===== config.mk =====
export PLATFORM = sky130hd
export DESIGN_NAME = present_ctr_uut_wrapper
export DESIGN_NICKNAME = d
export VERILOG_FILES = /design/src/rtl/present_ctr_uut_wrapper.sv
export SDC_FILE = /design/constraint.sdc
export NUM_CORES = 1
export LEC_CHECK = 0
export CORE_MARGIN = 4
export CORE_UTILIZATION = 30
export DETAILED_ROUTE_END_ITERATION = 12
export SLEW_MARGIN = 20
export SYNTH_ARGS = -nofsm -noshare
export SYNTH_HDL_FRONTEND = slang
export SYNTH_SLANG_ARGS = --single-unit

===== constraint.sdc =====
create_clock -name clk -period 2.09 [get_ports clk]
set_clock_uncertainty 0.1 [all_clocks]
set_input_delay 0.3135 -clock clk [delete_from_list [all_inputs] [get_ports clk]]
set_output_delay 0.3135 -clock clk [all_outputs]
set_load 0.005 [all_outputs]

===== src/rtl/present_ctr_uut_wrapper.sv =====
// present_ctr_uut_wrapper
// Drives one PRESENT block-cipher core in CTR mode on behalf of the autotest FSM.
// Each request forms the counter block (IV + index), launches the core, waits for
// the keystream, XORs it with the latched data and reports completion.
//
// Ports:
//   clk, rst           clock, asynchronous active-low reset
//   rq_uut             request level; a rising edge starts one block
//   end_stage_1_uut    keystream captured (core finished)
//   end_uut            block complete, output_from_UUT_1 valid
//   input_to_UUT_1..4  data, IV, key, block index
//   output_from_UUT_1  data XOR keystream (0 after a timeout)
//   timeout_err        core did not answer within TIMEOUT_CYCLES
//   core_start/key/din one-cycle start pulse, key and counter block to the core
//   core_done/dout     completion pulse and keystream from the core
//
// Optional feature: define CTR_AUTO_INC_EN to use IV + index only for the first
// request after reset; later requests use the last successful counter + 1.
module present_ctr_uut_wrapper #(
    parameter int unsigned BLOCK_SIZE     = 64,
    parameter int unsigned KEY_SIZE       = 80,
    parameter int unsigned TIMEOUT_CYCLES = 1024
) (
    input  logic                  clk,
    input  logic                  rst,
    input  logic                  rq_uut,
    output logic                  end_stage_1_uut,
    output logic                  end_uut,
    input  logic [BLOCK_SIZE-1:0] input_to_UUT_1,
    input  logic [BLOCK_SIZE-1:0] input_to_UUT_2,
    input  logic [KEY_SIZE-1:0]   input_to_UUT_3,
    input  logic [31:0]           input_to_UUT_4,
    output logic [BLOCK_SIZE-1:0] output_from_UUT_1,
    output logic                  timeout_err,
    output logic                  core_start,
    output logic [KEY_SIZE-1:0]   core_key,
    output logic [BLOCK_SIZE-1:0] core_din,
    input  logic                  core_done,
    input  logic [BLOCK_SIZE-1:0] core_dout
);

    localparam int unsigned CntWidth = $clog2(TIMEOUT_CYCLES + 1);
    localparam logic [CntWidth-1:0] CntLast = CntWidth'(TIMEOUT_CYCLES - 1);

    typedef enum logic [2:0] {
        StIdle,
        StLoad,
        StStart,
        StWaitCore,
        StXor,
        StDone
    } state_e;

    state_e state_q, state_d;

    logic                  rq_d;
    logic                  start_q;
    logic [CntWidth-1:0]   cnt_q;
    logic [BLOCK_SIZE-1:0] ctr_reg;
    logic [BLOCK_SIZE-1:0] data_reg;
    logic [BLOCK_SIZE-1:0] ks_reg;
    logic [BLOCK_SIZE-1:0] ctr_base;
    logic [BLOCK_SIZE-1:0] ctr_next;

    // Addition wraps naturally at BLOCK_SIZE bits.
    assign ctr_base = input_to_UUT_2 + BLOCK_SIZE'(input_to_UUT_4);

`ifdef CTR_AUTO_INC_EN
    // ctr_reg holds the last successfully used counter; din_q the one in flight,
    // so a timed-out block does not advance the sequence.
    logic                  ctr_init_q;
    logic [BLOCK_SIZE-1:0] din_q;
    assign ctr_next = ctr_init_q ? ctr_reg + BLOCK_SIZE'(1) : ctr_base;
    assign core_din = din_q;
`else
    assign ctr_next = ctr_base;
    assign core_din = ctr_reg;
`endif

    assign core_start = (state_q == StStart);

    always_ff @(posedge clk or negedge rst) begin
        if (!rst) begin
            state_q <= StIdle;
        end else begin
            state_q <= state_d;
        end
    end

    always_comb begin
        state_d = state_q;
        case (state_q)
            StIdle:     if (start_q) state_d = StLoad;
            StLoad:     state_d = StStart;
            StStart:    state_d = StWaitCore;
            StWaitCore: begin
                // core_done takes priority over the final timeout count.
                if (core_done) begin
                    state_d = StXor;
                end else if (cnt_q == CntLast) begin
                    state_d = StDone;
                end
            end
            StXor:      state_d = StDone;
            StDone:     if (!rq_uut) state_d = StIdle;
            default:    state_d = StIdle;
        endcase
    end

    always_ff @(posedge clk or negedge rst) begin
        if (!rst) begin
            rq_d              <= 1'b0;
            start_q           <= 1'b0;
            cnt_q             <= '0;
            ctr_reg           <= '0;
            data_reg          <= '0;
            ks_reg            <= '0;
            core_key          <= '0;
            output_from_UUT_1 <= '0;
            end_stage_1_uut   <= 1'b0;
            end_uut           <= 1'b0;
            timeout_err       <= 1'b0;
`ifdef CTR_AUTO_INC_EN
            ctr_init_q        <= 1'b0;
            din_q             <= '0;
`endif
        end else begin
            rq_d    <= rq_uut;
            // Registered edge detect; only consumed in IDLE, so edges are never queued.
            start_q <= rq_uut & ~rq_d;
            case (state_q)
                StIdle: begin
                    if (start_q) begin
                        data_reg <= input_to_UUT_1;
                        core_key <= input_to_UUT_3;
                    end
                end
                StLoad: begin
`ifdef CTR_AUTO_INC_EN
                    din_q   <= ctr_next;
`else
                    ctr_reg <= ctr_next;
`endif
                end
                StStart: cnt_q <= '0;
                StWaitCore: begin
                    if (core_done) begin
                        ks_reg          <= core_dout;
                        end_stage_1_uut <= 1'b1;
                    end else if (cnt_q == CntLast) begin
                        timeout_err       <= 1'b1;
                        end_uut           <= 1'b1;
                        output_from_UUT_1 <= '0;
                    end else begin
                        cnt_q <= cnt_q + CntWidth'(1);
                    end
                end
                StXor: begin
                    output_from_UUT_1 <= data_reg ^ ks_reg;
                    end_uut           <= 1'b1;
`ifdef CTR_AUTO_INC_EN
                    ctr_reg           <= din_q;
                    ctr_init_q        <= 1'b1;
`endif
                end
                StDone: begin
                    if (!rq_uut) begin
                        end_uut         <= 1'b0;
                        end_stage_1_uut <= 1'b0;
                        timeout_err     <= 1'b0;
                    end
                end
                default: ;
            endcase
        end
    end

endmodule


==> qor.yml <==
placed_design:
  place_congestion: 0.857
  io_buffer_count: 519
  dp_hpwl_um: 41700
  dp.cells: 2651
  dp_slack_ns: -1.28
grt:
  grt.met1_usage_pct: 23.8
  grt_max_degree: 65
  grt_pass1_wl_um: 85300
  busiest_layer: "met2"
  met3_usage_pct: 6.32
  grt_pass1_vias: 14400
  antenna_found_initial: 13
  gr-total-overflow: 0
  use_met2_pct: 31.9
  grt.total_usage_pct: 18.9
floorplan:
  core_sq_um: 52800
  die_area_sq_um: 57400
  rows: 84
  fp.dieW_um: 239
  die_h_um: 239
  start_util_pct: 30.5
  ios: 520
sta:
  max_freq_mhz: 419
  setup_tns_ns: -3.08
  rsz0062_at_grt: "yes"
  timing_hold_violations_final: 0
  period_share_pct: 114
  drv_slew: 0
  tightest_slew_ns: 0.492
  slew_headroom_pct: 67.2
  final.min_clock_period_ns: 2.39
  worst_slack_ns: -0.297
  setup_violations: 24
power_and_ir_drop:
  vdd_drop_max_mv: 0.576
  p_per_area_nw_per_um2: 1250
  leakagePower_nw: 11.4
  total_power_mw: 33.1
setup_path:
  cp_data_arrival_time_ns: 2.74
  crit_fanout: 3
  criticalPathCategory: "in -> reg"
  startpoint_type: "input pin"
  cp-end-kind: "flip-flop"
  r2r_cells: 9
  required_ns: 2.44
synthesis:
  syn_area_sq_um: 16100
  syn-num-nets: 1653
  syn-instance-count: 1311
  postSynth.asyncResetShare_pct: 100
  ys_types: 62
  synth_edf_count: 0
  netlist_top_cells_area: "dfrtp_1 (55%), mux2_2 (15%), xor2_1 (5.1%)"
  syn_area_per_cell_sq_um: 12.3
  synth_common_cells: "dfrtp_1 (355), mux2_2 (209), nand2_1 (101)"
  synth_ff_type: "dfrtp_1"
  yosys_warnings: 0
  yosysTopAreaCellShare_pct: 55.3
  synth_top_cell_by_area: "dfrtp_1"
  seq_area_frac_synth_pct: 55.3
  synth_most_common_cell: "dfrtp_1"
  ys_seq_elements: 355
drt:
  wl_per_cell_um: 20.1
  ant_nets: 0
  via_per_inst: 4.84
  vias: 13400
  drc: 0
  drt_wl_total_um: 55900
  drtIter0Drc: 584
  firstDrtPassIters: 6
hold_path:
  hold_depth: 4
  hp-class: "in -> reg"
final_layout:
  largest_reg_flops: 80
  finalNonFillerCells: 2776
  regMostFlops: "core_key"
  drive_gt1_share_pct: 33.2
  area_growth_pct: 65.1
  final.fill_count: 4491
  nets: 2396
clocking:
  numCtsBuffers: 42
  cts_buffer_depth: 3
  clkTransAtPathRegs_ns: 0.06
  h-tree-depth: 2
  cts_tree: "done"
  cts_root_buffer: "clkbuf_16"
  cts.sinks: 355
  clk_latency_ns: 0.55
status:
  violations: "setup timing"
  status: "complete, but fails checks"
flow_run:
  cap_violations: 0
[layout make-up]
cell class | count | area (sq um) | share of cell area, %
flip-flops and latches | 355 | 8880 | 33.5
repair buffers | 768 | 7250 | 27.3
multi-input cells | 875 | 8010 | 30.2
well taps | 688 | 861 | 3.24
inverters | 12 | 47.5 | 0.179
clock inverters | 13 | 215 | 0.811
diodes | 1 | 2.50 | 0.00943
clock buffers | 64 | 1270 | 4.80
[cell families (layout without fill, tap and decap cells)]
group	after synthesis	in the layout	synth area share, %
flip-flops	355	355	55.3
AO/OA/AOI/OAI	256	256	11.0
AND/OR/NAND/NOR	250	250	7.55
multiplexers	210	210	14.7
XOR/XNOR	125	125	6.81
buffers and inverters	81	857	1.95
adder cells (fa/ha/maj)	34	34	2.69
other	0	1	0
[cell usage in the layout (no fill, tap or decap), types with 32 or more instances in the layout]
master           instances
clkdlybuf4s50_1        453
dfrtp_1                355
buf_4                  215
mux2_2                 209
nand2_1                 96
xor2_1                  93
a22o_1                  64
clkbuf_16               44
o21ai_1                 38
nor2_1                  35
o21ai_0                 32
ha_4                    32
[path summary, 6_finish.rpt]
kind	from	end	slack, ns
worst max-delay path	input_to_UUT_2[0]	core_din[28]	-0.30
worst max register to register	cnt_q[1]	cnt_q[9]	0.11
worst min register to register	rq_d	start_q	0.30
min in group asynchronous	rst	core_din[2]	0.16
max in group asynchronous	rst	data_reg[17]	0.96
worst min-delay path	input_to_UUT_2[1]	core_din[1]	0.14
[stage by stage]
stage | utilization [%] | hold WS [ns] | instance area, sq um
global placement | 45.5 | 0.167 | 24000
floorplan | - | -0.0821 | 16500
detailed placement | 45.5 | 0.164 | 24000
global route | 50.3 | 0.135 | 26500
CTS | 49.6 | 0.116 | 26200
finish | 50.3 | 0.143 | 26500
[worst max-delay path, stage by stage]
cell and delay [ns]:
buf_6 0.10, ha_4 0.16, fa_2 0.42, a211oi_4 0.23
o211ai_1 0.20, a221oi_2 0.35, o221a_2 0.29, nor4_2 0.05
o31a_1 0.25, o21a_1 0.18, o31ai_2 0.21
[routing by layer]
layer	up-vias	wire [um]
li1	6209	-
met1	6645	23200
met2	462	26700
met3	90	4750
met4	22	1100
met5	-	129
[power breakdown]
group | internal, mW | leakage [nW] | switching [mW]
sequential | 10.2 | 4.33 | 2.06
clock | 4.83 | 0.731 | 2.96
combinational | 8.11 | 6.32 | 4.90
[what timing repair did]
item / 4_1_cts / 5_1_grt
cloned: 2 / 1
setup endpoints to repair: 58 / 85
hold endpoints to repair: 89 / 0
setup buffers: 36 / 13
resized for setup: 234 / 78
hold buffers: 2 / 0
pin swaps: 93 / 78
(Power assumes the default switching activity.)
